`src/rtl/pll_phase_ctrl.sv`:
```
// rtl/pll_phase_ctrl.sv - dynamic phase-shift sequencer for an ECP5 EHXPLLL
//
// Purpose:
//   Accepts one phase-shift request (output select, direction, step count)
//   and drives the PLL PHASESEL/PHASEDIR/PHASESTEP pins with fixed setup,
//   pulse-width and gap timing. It issues one PHASESTEP pulse per step, then
//   waits for PLL lock and reports completion (done) or lock timeout (done+err).
//
// Ports:
//   clk, rst              - fabric clock, synchronous active-high reset
//   req_valid/req_ready   - request handshake (ready only while idle)
//   req_sel/req_dir       - PLL output select and shift direction (1 = lag)
//   req_steps             - number of PHASESTEP pulses (0 = immediate done)
//   busy                  - controller is sequencing or waiting for lock
//   done/err              - single-cycle completion pulse, err on lock timeout
//   pll_lock              - PLL LOCK, already synchronised to clk
//   phasesel/phasedir     - held PLL select/direction pins
//   phasestep             - registered PHASESTEP pin
module pll_phase_ctrl #(
  parameter int CNT_W        = 8,
  parameter int SETUP_CYC    = 2,
  parameter int PULSE_CYC    = 4,
  parameter int GAP_CYC      = 4,
  parameter int SETTLE_CYC   = 16,
  parameter int LOCK_TIMEOUT = 1024
) (
  input  logic             clk,
  input  logic             rst,
  input  logic             req_valid,
  output logic             req_ready,
  input  logic [1:0]       req_sel,
  input  logic             req_dir,
  input  logic [CNT_W-1:0] req_steps,
  output logic             busy,
  output logic             done,
  output logic             err,
  input  logic             pll_lock,
  output logic [1:0]       phasesel,
  output logic             phasedir,
  output logic             phasestep
);

  // One shared down-counter times every phase; size it for the longest one.
  localparam int MAX_AB  = (SETUP_CYC > PULSE_CYC) ? SETUP_CYC : PULSE_CYC;
  localparam int MAX_CD  = (GAP_CYC > SETTLE_CYC) ? GAP_CYC : SETTLE_CYC;
  localparam int MAX_ABC = (MAX_AB > MAX_CD) ? MAX_AB : MAX_CD;
  localparam int MAX_ALL = (MAX_ABC > LOCK_TIMEOUT) ? MAX_ABC : LOCK_TIMEOUT;
  localparam int TMR_W   = $clog2(MAX_ALL + 1);

  // The counter is loaded with N-1 on entry so a phase lasts exactly N cycles
  // and the state advances on the cycle where the counter reads zero.
  localparam logic [TMR_W-1:0] LD_SETUP  = TMR_W'(SETUP_CYC - 1);
  localparam logic [TMR_W-1:0] LD_PULSE  = TMR_W'(PULSE_CYC - 1);
  localparam logic [TMR_W-1:0] LD_GAP    = TMR_W'(GAP_CYC - 1);
  localparam logic [TMR_W-1:0] LD_SETTLE = TMR_W'(SETTLE_CYC - 1);
  localparam logic [TMR_W-1:0] LD_LOCK   = TMR_W'(LOCK_TIMEOUT - 1);

  typedef enum logic [2:0] {
    S_IDLE     = 3'd0,
    S_SETUP    = 3'd1,
    S_PULSE    = 3'd2,
    S_GAP      = 3'd3,
    S_SETTLE   = 3'd4,
    S_WAITLOCK = 3'd5
  } state_t;

  state_t             state, state_d;
  logic [TMR_W-1:0]   tmr, tmr_d;
  logic [CNT_W-1:0]   steps_left, steps_d;
  logic [1:0]         sel_d;
  logic               dir_d;
  logic               done_d;
  logic               err_d;
  logic               step_d;

  always_ff @(posedge clk) begin
    if (rst) begin
      state      <= S_IDLE;
      tmr        <= '0;
      steps_left <= '0;
      phasesel   <= 2'd0;
      phasedir   <= 1'b0;
      phasestep  <= 1'b0;
      done       <= 1'b0;
      err        <= 1'b0;
    end else begin
      state      <= state_d;
      tmr        <= tmr_d;
      steps_left <= steps_d;
      phasesel   <= sel_d;
      phasedir   <= dir_d;
      phasestep  <= step_d;
      done       <= done_d;
      err        <= err_d;
    end
  end

  always_comb begin
    state_d = state;
    tmr_d   = tmr;
    steps_d = steps_left;
    sel_d   = phasesel;
    dir_d   = phasedir;
    done_d  = 1'b0;
    err_d   = 1'b0;

    case (state)
      S_IDLE: begin
        if (req_valid) begin
          sel_d   = req_sel;
          dir_d   = req_dir;
          steps_d = req_steps;
          if (req_steps == '0) begin
            // Nothing to shift: complete at once without touching the PLL.
            done_d = 1'b1;
          end else begin
            state_d = S_SETUP;
            tmr_d   = LD_SETUP;
          end
        end
      end

      S_SETUP: begin
        if (tmr == '0) begin
          state_d = S_PULSE;
          tmr_d   = LD_PULSE;
        end else begin
          tmr_d = tmr - TMR_W'(1);
        end
      end

      S_PULSE: begin
        if (tmr == '0) begin
          steps_d = steps_left - CNT_W'(1);
          state_d = S_GAP;
          tmr_d   = LD_GAP;
        end else begin
          tmr_d = tmr - TMR_W'(1);
        end
      end

      S_GAP: begin
        if (tmr == '0) begin
          if (steps_left != '0) begin
            state_d = S_PULSE;
            tmr_d   = LD_PULSE;
          end else begin
            state_d = S_SETTLE;
            tmr_d   = LD_SETTLE;
          end
        end else begin
          tmr_d = tmr - TMR_W'(1);
        end
      end

      S_SETTLE: begin
        if (tmr == '0) begin
          state_d = S_WAITLOCK;
          tmr_d   = LD_LOCK;
        end else begin
          tmr_d = tmr - TMR_W'(1);
        end
      end

      S_WAITLOCK: begin
        if (pll_lock) begin
          state_d = S_IDLE;
          done_d  = 1'b1;
        end else if (tmr == '0) begin
          state_d = S_IDLE;
          done_d  = 1'b1;
          err_d   = 1'b1;
        end else begin
          tmr_d = tmr - TMR_W'(1);
        end
      end

      default: begin
        state_d = S_IDLE;
      end
    endcase

    // PHASESTEP is a flop that is high exactly while the FSM sits in PULSE,
    // so the pin never sees decode glitches.
    step_d = (state_d == S_PULSE);
  end

  assign req_ready = (state == S_IDLE);
  assign busy      = (state != S_IDLE);

endmodule

```
`config.mk`:
```
export PLATFORM = sky130hd
export DESIGN_NAME = pll_phase_ctrl
export DESIGN_NICKNAME = d
export VERILOG_FILES = /design/src/rtl/pll_phase_ctrl.sv
export SDC_FILE = /design/constraint.sdc
export NUM_CORES = 1
export LEC_CHECK = 0
export CELL_PAD_IN_SITES_DETAIL_PLACEMENT = 1
export CELL_PAD_IN_SITES_GLOBAL_PLACEMENT = 1
export CORE_AREA = 8 8 93 95
export CTS_BUF_LIST = sky130_fd_sc_hd__clkbuf_2 sky130_fd_sc_hd__clkbuf_4 sky130_fd_sc_hd__clkbuf_8
export DETAILED_ROUTE_END_ITERATION = 8
export DIE_AREA = 0 0 101 103
export PLACE_DENSITY_LB_ADDON = 0.1
export SETUP_SLACK_MARGIN = 0.4
export SYNTH_ARGS = -nofsm -noshare
export SYNTH_HDL_FRONTEND = slang
export SYNTH_SLANG_ARGS = --single-unit
export TNS_END_PERCENT = 100
```
`constraint.sdc`:
```
create_clock -name clk -period 3.8 [get_ports clk]
set_input_delay 0.57 -clock clk [delete_from_list [all_inputs] [get_ports clk]]
set_output_delay 0.57 -clock clk [all_outputs]
set_load 0.03 [all_outputs]
```
Word-level counts from Yosys, hierarchy flattened
Index checks and enable logic that the tools add are counted.
{"block": "op_classes", "muxes": 27, "reduce_logical": 12, "n_mul": 0, "shifts": 0, "n_lt_le_gt_ge": 0, "n_div": 0, "n_bitwise": 1, "addsub": 2, "eq_ne": 11}
{"operator": "11-bit 2-to-1 mux", "count": 7}
{"operator": "11-bit one-hot mux with 5 select lines", "count": 1}
{"operator": "3-bit 2-to-1 mux", "count": 9}
{"operator": "3-bit one-hot mux with 6 select lines", "count": 1}
{"operator": "8-bit 2-to-1 mux", "count": 2}
{"operator": "8-bit one-hot mux with 2 select lines", "count": 1}
{"operator": "11-bit logical NOT", "count": 1}
{"operator": "11-bit by 1-bit subtractor with 11-bit output, second input constant", "count": 1}
{"operator": "2-bit != test, second input constant", "count": 5}
{"operator": "3-bit by 2-bit == test with 1-bit output, second input constant", "count": 3}
{"operator": "8-bit logical NOT", "count": 1}
{"operator": "8-bit nonzero test", "count": 1}
{"operator": "8-bit by 1-bit subtractor with 8-bit output, second input constant", "count": 1}
{"operator": "3-bit == test, second input constant", "count": 2}
{"operator": "5-bit AND reduction", "count": 1}
{"operator": "5-bit nonzero test", "count": 1}
{"operator": "1-bit 2-to-1 mux", "count": 4}
{"operator": "4-bit 2-to-1 mux", "count": 1}
{"operator": "3-bit by 1-bit == test with 1-bit output, second input constant", "count": 1}
{"operator": "3-bit logical NOT", "count": 1}
{"operator": "3-bit AND reduction", "count": 1}
{"operator": "3-bit nonzero test", "count": 1}
{"operator": "3-bit OR reduction", "count": 1}
{"operator": "1-bit one-hot mux with 2 select lines", "count": 1}
{"operator": "4 further kinds", "count": 4}
{"block": "word_totals", "input_bits": 15, "output_inout_bits": 8, "ff_bits": 28, "latch_bits": 0, "ramBits": 0, "mem_bits_ro": 0, "memories": 0}

Depth between registers and ports, before layout
Gate-level depths: netlist (run 1).
{"block": "logic_depth", "ltp_word": 5, "depth_mapped": 8, "mapped_depth_nobuf": 7}

Worst setup path after synthesis (run 1)
Ideal clock, no wire load.
{"block": "synth_path", "path_kind": "reg-to-reg", "from": "register state[0]", "to": "register steps_left[1]", "t_arrival_ns": 2.142, "setup_time_ns": 0.086, "slack_ns": 1.573, "n_path_buf": 2, "t_required_ns": 3.714, "stages_incl_launch_ff": 9, "synth_period_minus_slack_ns": 2.227, "path_cell_list": "dfxtp_1 > or3_1 > clkbuf_1 > inv_1 > and2_1 > clkbuf_1 > a21oi_1 > a211oi_1 > a211oi_1"}
{"block": "synth_via", "elab_chain_cells": 3}
{"item": "from (decl)", "line_no": "67", "source": "state_t state, state_d;"}
{"item": "from (signal assigned)", "line_no": "87", "source": "state <= state_d;"}
{"item": "3-bit logical NOT *"}
{"item": "named net req_ready", "line_no": "30", "source": "output logic req_ready,"}
{"item": "2-bit != test (no line) or 2-bit nonzero test (tied branches)"}
{"item": "3-bit AND reduction (no line)"}
{"item": "to (signal assigned)", "line_no": "89", "source": "steps_left <= steps_d;"}
{"item": "to (decl)", "line_no": "69", "source": "logic [CNT_W-1:0] steps_left, steps_d;"}
Mark *: on every way through the listed nets, which the timed path passes. The rest lies on a longest branch.
A chain may end at the register's enable or synchronous reset.

Worst setup path after layout (run 1)
{"block": "layout_path", "from": "register state[1]", "to": "output req_ready"}
{"block": "layout_via", "elab_chain_cells": 1}
{"item": "3-bit logical NOT", "line_no": "188", "source": "assign req_ready = (state == S_IDLE);"}
{"item": "to (decl)", "line_no": "30"}
Every way passes these cells.

==> results of run 1 <==
[cells in the final DEF (no fill, tap or decap), types with 4 or more instances in the layout]
cell	n
nor4_1	7
nand3_1	7
a221o_1	6
or4_1	5
nor3_1	7
a211oi_1	5
a21oi_1	16
nor2_1	17
clkdlybuf4s50_1	22
dfxtp_1	28
nor2b_1	4
inv_1	12
nand2_1	24
clkbuf_8	4
o21ai_0	11
[worst max-delay path, delay by kind of cell, from the launching register on]
family	cells	cell delay, ns
AND/OR/NAND/NOR	1	0.56
flip-flops	1	0.45
buffers and inverters	2	0.92
[cell families (layout without fill, tap and decap cells)]
group	count (synthesis)	count (layout)	synth area share, %
flip-flops	28	28	32.2
AO/OA/AOI/OAI	68	68	29.4
multiplexers	2	2	1.22
buffers and inverters	27	40	6.98
adder cells (fa/ha/maj)	3	3	2.16
AND/OR/NAND/NOR	91	91	28.1
[power by group]
group / total (uW) / internal [uW] / switching, uW
registers: 479 / 376 / 103
logic: 1040 / 394 / 648
clock network: 197 / 93.2 / 104
[registers in the layout, indices dropped and copies added (netlist names)]
name and count:
phasestep 1, phasesel 2, steps_left 8, state 3
phasedir 1, err 1, tmr 11, done 1
[cell usage after synthesis, types with 4 or more instances]
cell type | count | share of area, %
nor4_1 | 7 | 2.5
clkbuf_1 | 11 | 2.4
nor3_1 | 7 | 2.0
nor2b_1 | 4 | 1.4
nand3_1 | 7 | 2.0
o21ai_0 | 11 | 3.2
a21oi_1 | 16 | 4.6
nand2_1 | 24 | 5.2
dfxtp_1 | 28 | 32
a221o_1 | 6 | 3.5
a211oi_1 | 5 | 2.2
nor2_1 | 17 | 3.7
or4_1 | 5 | 2.2
inv_1 | 12 | 2.6
[path summary, 6_finish.rpt]
| check | startpoint | end | slack, ns | cells past startpoint |
|---|---|---|---|---|
| worst min register to register | phasedir | phasedir | 0.47 | 2 |
| worst min-delay path | phasedir | phasedir | 0.47 | 2 |
| worst max-delay path | state[1] | req_ready | 1.02 | 3 |
| worst max register to register | tmr[4] | tmr[8] | 1.29 | 5 |
[metrics by stage]
stage / setup WS (ns) / total power, uW / cell area, um2 / utilization [%]
6_report: 1.02 / 1720 / 2080 / 29.1
4_1_cts: 1.01 / 1750 / 2080 / 29.1
3_3_place_gp: 1.11 / 1560 / 2020 / 28.3
5_1_grt: 0.913 / 1900 / 2080 / 29.1
2_1_floorplan: 1.57 / 1290 / 1740 / -
3_5_place_dp: 1.02 / 1540 / 2020 / 28.3
[final cells by class]
class | count | area, um2 | share of cell area (%)
inverter | 12 | 45.0 | 2.17
tap | 99 | 124 | 5.96
clock buffer | 4 | 55.1 | 2.65
multi-input combinational | 164 | 1060 | 50.9
sequential | 28 | 561 | 27.0
timing repair buffer | 24 | 235 | 11.3
[per-layer routing]
metal  vias to the layer above  wire length (um)  share of wire, %
li1                        843                 -                 -
met1                       774              2650                51
met2                        24              2240                43
met3                         4               251               4.8
met4                         0                68               1.3
met5                         -                 0                 0
==> flow_metrics.py, run 1 <==
metrics = {
    "placed_design": {
        "post-dp-hpwl_um": 3880,
        "buffer_ports.inserted": 22,
        "cell_total_after_placement": 327,
        "gp_routability_congestion": 0.697,
    },
    "global_routing": {
        "gr-usage-met2_pct": 17.6,
        "pin_count_of_the_biggest_net_entering_global_routing": 16,
        "global_route.usage.total_pct": 11.2,
        "grt_use_met1_pct": 14.5,
        "number_of_global_route_vias_before_repair": 1785,
        "grt_remaining_overflow": 0,
        "first_pass_grt_wire_length_um": 9260,
        "gr-usage-met3_pct": 2.97,
        "grt-busiest-layer": "met2",
        "antenna_found_initial": 0,
    },
    "cts": {
        "cts.clk_slew.worst_paths_ns": 0.10,
        "max-clock-path-buffers": 2,
        "cts.sink_count": 28,
        "h-tree-depth": 1,
        "tritoncts": "built",
        "worst_skew_pair.late_latency_ns": 0.29,
        "cts_resized": 0,
        "post-cts-setup-buffers": 0,
        "cts-buffers-inserted": 3,
        "library_cell_used_as_clock_root_buffer": "clkbuf_8",
        "ctsHoldBuffers": 0,
    },
    "final_layout": {
        "layout-area-overhead-vs-synth_pct": 19.4,
        "layout.cells.non_filler": 331,
        "antenna-diode-count": 0,
        "final_stage_net_count": 251,
        "final.fill_count": 881,
        "post_route_cells_drive_above_1_share_pct": 7.76,
    },
    "routing": {
        "vias_per_cell": 4.97,
        "drt_drc_violations_left": 0,
        "route.final.wire_length_um": 5210,
        "drt-pass1-iter-count": 4,
        "detail_route.iter0.violations": 70,
        "overall_via_count_from_detail_route": 1645,
        "detail-route-antenna-nets": 0,
        "detail_route.wl_per_cell_um": 15.7,
    },
    "sta": {
        "timing.hold.ws_ns": 0.467,
        "final.setup_skew_ns": 0.00504,
        "worst_slew_margin_rel_pct": 60.7,
        "post-route-min-period_ns": 2.78,
        "post-route-period-util_pct": 73.2,
        "final-setup-viol-count": 0,
        "slew_violations": 0,
        "maxClockFrequency_mhz": 359,
        "setup_tns_ns": 0,
        "max_slew.worst_pin.slew_ns": 0.584,
        "rsz0062_at_grt": "false",
        "hold_viol": 0,
    },
    "synth": {
        "postSynthNetCount": 237,
        "synth-edff-count": 0,
        "syn_inst_count": 219,
        "portion_of_the_post_synthesis_area_used_by_sequential_elements_pct": 32.2,
        "async_set_or_reset_register_ratio_after_synthesis_pct": 0,
        "unique_masters_post_synth": 55,
        "yosys_warnings": 0,
        "synth_ff_type": "dfxtp_1",
        "synth.avg_cell_area_um2": 7.94,
        "syn-cell-area_um2": 1740,
        "ys_seq_elements": 28,
    },
    "floorplanning": {
        "die_w_um": 101,
        "core_area_um2": 7140,
        "area_enclosed_by_the_die_boundary_um2": 10400,
        "ioPinCount": 23,
        "start_util_pct": 24.4,
        "rows": 31,
        "die_y_um": 103,
    },
    "setup_path": {
        "slowest_stage_cell_on_the_critical_path": "clkdlybuf4s50_1",
        "cp_slowest_stage_delay_ns": 0.71,
        "critical_path_peak_fanout": 14,
        "worstPathRequired_ns": 3.23,
        "timing.critical_path.cells": "or3_1 > inv_1 > clkdlybuf4s50_1",
        "cp-end-kind": "output pin",
        "crit_path_arrival_time_ns": 2.21,
        "timing_worst_setup_path_type": "reg -> out",
        "critPathLaunchType": "flop",
    },
    "power_and_ir_drop": {
        "powerDensity_nw_per_um2": 827,
        "ir_drop_mv": 0.212,
        "leakage_uw": 0.000738,
    },
    "run": {
        "cap_viol_max_count": 0,
    },
    "run_status": {
        "outcome": "finished, final reports clean",
    },
    "worst_hold_path": {
        "hp-class": "reg -> reg",
    },
}
Note: power is estimated with default switching activity, not from simulation.
==> run 2, diff against run 1 <==
Clock period 3.8 ns to 2.65 ns, I/O delays scaled along.
==> run 2 against run 1 <==
Net effect: combinational power rose by 82%; total power up 65%; largest power group unchanged; sequential cell count unchanged; final cell count increased by 6.0%; sequential power grew 39%; clock-buffer cell count is the same; setup slack worse by 0.55 ns.
==> flow_metrics.py, run 2 (same netlist as run 1, synthesis figures left out) <==
metrics = {
    "setup_path": {
        "worstPathRequired_ns": 2.83,
        "regToRegStartpoint": "tmr[5]",
        "reg2reg_slack_ns": 0.46,
        "timing_worst_setup_path_type": "reg -> reg",
        "critPathLaunchType": "flop",
        "cp-end-kind": "flop",
        "ff2ff_path_depth": 5,
        "critical_path_peak_fanout": 8,
        "crit_path_arrival_time_ns": 2.36,
        "endpoint_of_the_worst_slack_reg_to_reg_timing_path": "tmr[5]",
    },
    "sta": {
        "rsz0062_at_grt": "false",
        "worst_slew_margin_rel_pct": 60.1,
        "setup_ws_ns": 0.464,
        "setup_tns_ns": 0,
        "post-route-period-util_pct": 82.5,
        "max_slew.worst_pin.slew_ns": 0.593,
        "final-setup-viol-count": 0,
        "hold_viol": 0,
        "slew_violations": 0,
        "timing.hold.ws_ns": 0.467,
        "maxClockFrequency_mhz": 458,
        "post-route-min-period_ns": 2.19,
        "final.setup_skew_ns": 0.00384,
    },
    "cts": {
        "max-clock-path-buffers": 2,
        "cts-buffers-inserted": 3,
        "h-tree-depth": 1,
        "cts.clk_slew.worst_paths_ns": 0.11,
        "cts.sink_count": 28,
        "worst_skew_pair.late_latency_ns": 0.28,
        "library_cell_used_as_clock_root_buffer": "clkbuf_8",
        "tritoncts": "built",
    },
    "floorplanning": {
        "die_y_um": 103,
        "rows": 31,
        "core_area_um2": 7140,
        "area_enclosed_by_the_die_boundary_um2": 10400,
        "start_util_pct": 24.4,
        "die_w_um": 101,
        "ioPinCount": 23,
    },
    "final_layout": {
        "multi_input_area_um2": 1100,
        "layout-area-overhead-vs-synth_pct": 31.2,
        "layout.cells.most_common_list": "dfxtp_1 (25), nand2_1 (24), buf_4 (21), clkdlybuf4s50_1 (20), nor2_1 (17)",
        "layout.cells.non_filler": 351,
        "layout_top_registers": "tmr: 11 flops, steps_left: 8 flops, state: 3 flops",
        "antenna-diode-count": 0,
        "sequential_cell_area_um2": 567,
        "registers.top_by_ff_count": "tmr",
        "layout_commonest_cell": "dfxtp_1",
        "largest_register_ffs": 11,
        "post_route_cells_drive_above_1_share_pct": 19.8,
        "final.fill_count": 877,
        "final_stage_net_count": 271,
    },
    "run": {
        "cap_viol_max_count": 0,
    },
    "power_and_ir_drop": {
        "powerDensity_nw_per_um2": 1250,
        "power_uw": 2840,
        "leakage_uw": 0.000848,
        "ir_drop_mv": 0.300,
    },
    "worst_hold_path": {
        "hold-path-cell-count": 2,
        "holdCritStartpoint": "phasedir",
        "worst_hold_path.endpoint": "phasedir",
        "hp-class": "reg -> reg",
    },
    "routing": {
        "detail_route.wl_per_cell_um": 16.1,
        "vias_per_cell": 4.93,
        "detail_route.iter0.violations": 64,
        "drt-pass1-iter-count": 4,
        "drt_drc_violations_left": 0,
        "detail-route-antenna-nets": 0,
        "route.final.wire_length_um": 5660,
        "overall_via_count_from_detail_route": 1730,
    },
    "placed_design": {
        "preCtsSetupSlack_ns": 0.197,
        "buffer_ports.inserted": 22,
        "cell_total_after_placement": 335,
        "gp_routability_congestion": 0.743,
        "post-dp-hpwl_um": 4130,
    },
    "global_routing": {
        "global_route.usage.total_pct": 11.1,
        "number_of_global_route_vias_before_repair": 1790,
        "first_pass_grt_wire_length_um": 9260,
        "pin_count_of_the_biggest_net_entering_global_routing": 19,
        "grt_remaining_overflow": 0,
        "antenna_found_initial": 0,
    },
    "run_status": {
        "outcome": "finished, final reports clean",
    },
}
-- run 2: repair_timing --
action / in CTS / in global routing
hold buffers: 0 / 0
endpoints found under the setup margin: 20 / 18
pin swaps: 4 / 3
gates cloned: 0 / 0
endpoints found under the hold margin: 0 / 0
gates resized for setup: 11 / 9
buffers inserted: 6 / 6
-- run 2: layout make-up --
type	instances	area share, %
multi-input combinational	164	48.4
sequential	28	24.8
timing repair buffer	44	17.0
tap	99	5.43
clock buffer	4	2.41
inverter	12	1.97
-- run 2: routing by layer --
metal  GRT usage [%]  share of wire, %
met1            15.2                53
met2            17.4                43
met3            2.16               3.0
met4            2.98              0.67
met5               0                 0
-- run 2: through the flow --
stage / cell area (um2) / util (%)
final: 2280 / 32.0
after global routing: 2280 / 32.0
after CTS: 2200 / 30.9
after detailed placement: 2080 / 29.2
after global placement: 2080 / 29.2
after floorplan: 1740 / -
-- run 2: worst max-delay path by stage --
stage              from             to  cells past startpoint  slack [ns]
6_report         tmr[5]         tmr[5]                      5        0.46
3_3_place_gp     tmr[0]         tmr[6]                      7        0.18
4_1_cts          tmr[1]         tmr[5]                      7        0.40
5_1_grt          tmr[1]      phasestep                      9        0.40
2_1_floorplan  state[0]  steps_left[1]                      8        0.42
3_5_place_dp     tmr[0]         tmr[6]                      7        0.20
-- run 2: power breakdown --
part | switching [uW] | total (uW) | internal, uW
sequential | 125 | 668 | 543
combinational | 1070 | 1890 | 819
clock | 147 | 280 | 133
-- run 2: critical path, stage by stage, from the launching register on --
cell     delay [ns]
dfxtp_2        0.36
or4_4          0.57
o31a_1         0.39
or2_1          0.28
and3_4         0.19
a221o_1        0.28
==> RTL change: new RTL, config.mk and constraints of run 2 <==
The parameter `PULSE_CYC` goes from 4 to 2.
--- a/src/rtl/pll_phase_ctrl.sv
+++ b/src/rtl/pll_phase_ctrl.sv
@@ -20,5 +20,5 @@
   parameter int CNT_W        = 8,
   parameter int SETUP_CYC    = 2,
-  parameter int PULSE_CYC    = 4,
+  parameter int PULSE_CYC    = 2,
   parameter int GAP_CYC      = 4,
   parameter int SETTLE_CYC   = 16,
Function: changed (Yosys sat finds a counterexample within 10 cycles, from zero or initial values and one cycle with rst high).
==> RTL change against run 2 <==
- setup slack got worse by 0.98 ps
- power rose by 18%
- largest cell class unchanged
- die area did not move
- wire length rose by 9.5%
- critical path depth rose by 2
- non-clock buffer count did not move
- sequential share of layout area fell by 0.95 points
- critical path type unchanged
- sequential cell count did not move
- sequential power rose by 8.8%
- largest power group unchanged
- area after synthesis rose by 2.7%
- design area rose by 3.3%
- fmax barely moved
==> RTL change: results (changes against run 2) <==
crit_family: "compound AO/OA/AOI/OAI gates"  # was simple AND/OR/NAND/NOR gates
grt_start_max_net_pins: 17  # was 19
detail_route.iter0.violations: 29  # was 64
hold_start: "phasesel[0]"  # was phasedir
globalplace.congestion: 0.740  # was 0.743
leakagePower_uw: 0.000837  # was 0.000848 µW
fillers: 897  # was 877
met2_usage: 0.222  # was 0.174
via_per_inst: 5.10  # was 4.93
rr_endpoint: "phasestep"  # was tmr[5]
holdPathEnd: "phasesel[0]"  # was phasedir
muxShareOfSynthArea: 0  # was 0.0122
ys_types: 54  # was 55
grt_util_met1: 0.148  # was 0.152
reg2reg_from: "tmr[1]"  # was tmr[5]
vdd_drop_max_mv: 0.454  # was 0.300 mV
p_per_area_nw_per_um2: 1420  # was 1250 nW/µm²
endpoint: "phasestep"  # was tmr[5]
worstPathArrival_ps: 2430  # was 2360 ps
nNetsFinal: 284  # was 271
p_int_uw: 1690  # was 1500 µW
met3WireLength_um: 147  # was 172 µm
max_stage_delay_ps: 530  # was 570 ps
finalWorstSetupSlack_ps: 463  # was 464 ps
status: "completed"  # unchanged
synth_fa_ha_area_frac: 0.0210  # was 0.0216
## RTL change: changes by cell type in the layout (fill, tap and decap cells not counted), sizes merged, moves of 3 or more
cell | run 2 | this run
o32ai | 0 | 3
a221o | 6 | 0
nand2 | 24 | 27
a211oi | 5 | 8
o31a | 3 | 0
nor2b | 4 | 1
a21oi | 16 | 20
nand2b | 1 | 5
## RTL change: area by class of cell
| class | instances | share of cell area |
|---|---|---|
| Timing Repair Buffer | 44 | 0.161 |
| Inverter | 13 | 0.0207 |
| Sequential cell | 28 | 0.239 |
| Clock inverter | 1 | 0.0127 |
| Tap cell | 99 | 0.0526 |
| Clock buffer | 3 | 0.0175 |
| Multi-Input combinational cell | 176 | 0.497 |
## RTL change: what timing repair did
| item | CTS | global route |
|---|---|---|
| pin swaps | 1 | 4 |
| buffers inserted | 4 | 5 |
| setup endpoints to repair | 14 | 13 |
| gates resized for setup | 5 | 11 |
| endpoints found under the hold margin | 0 | 0 |
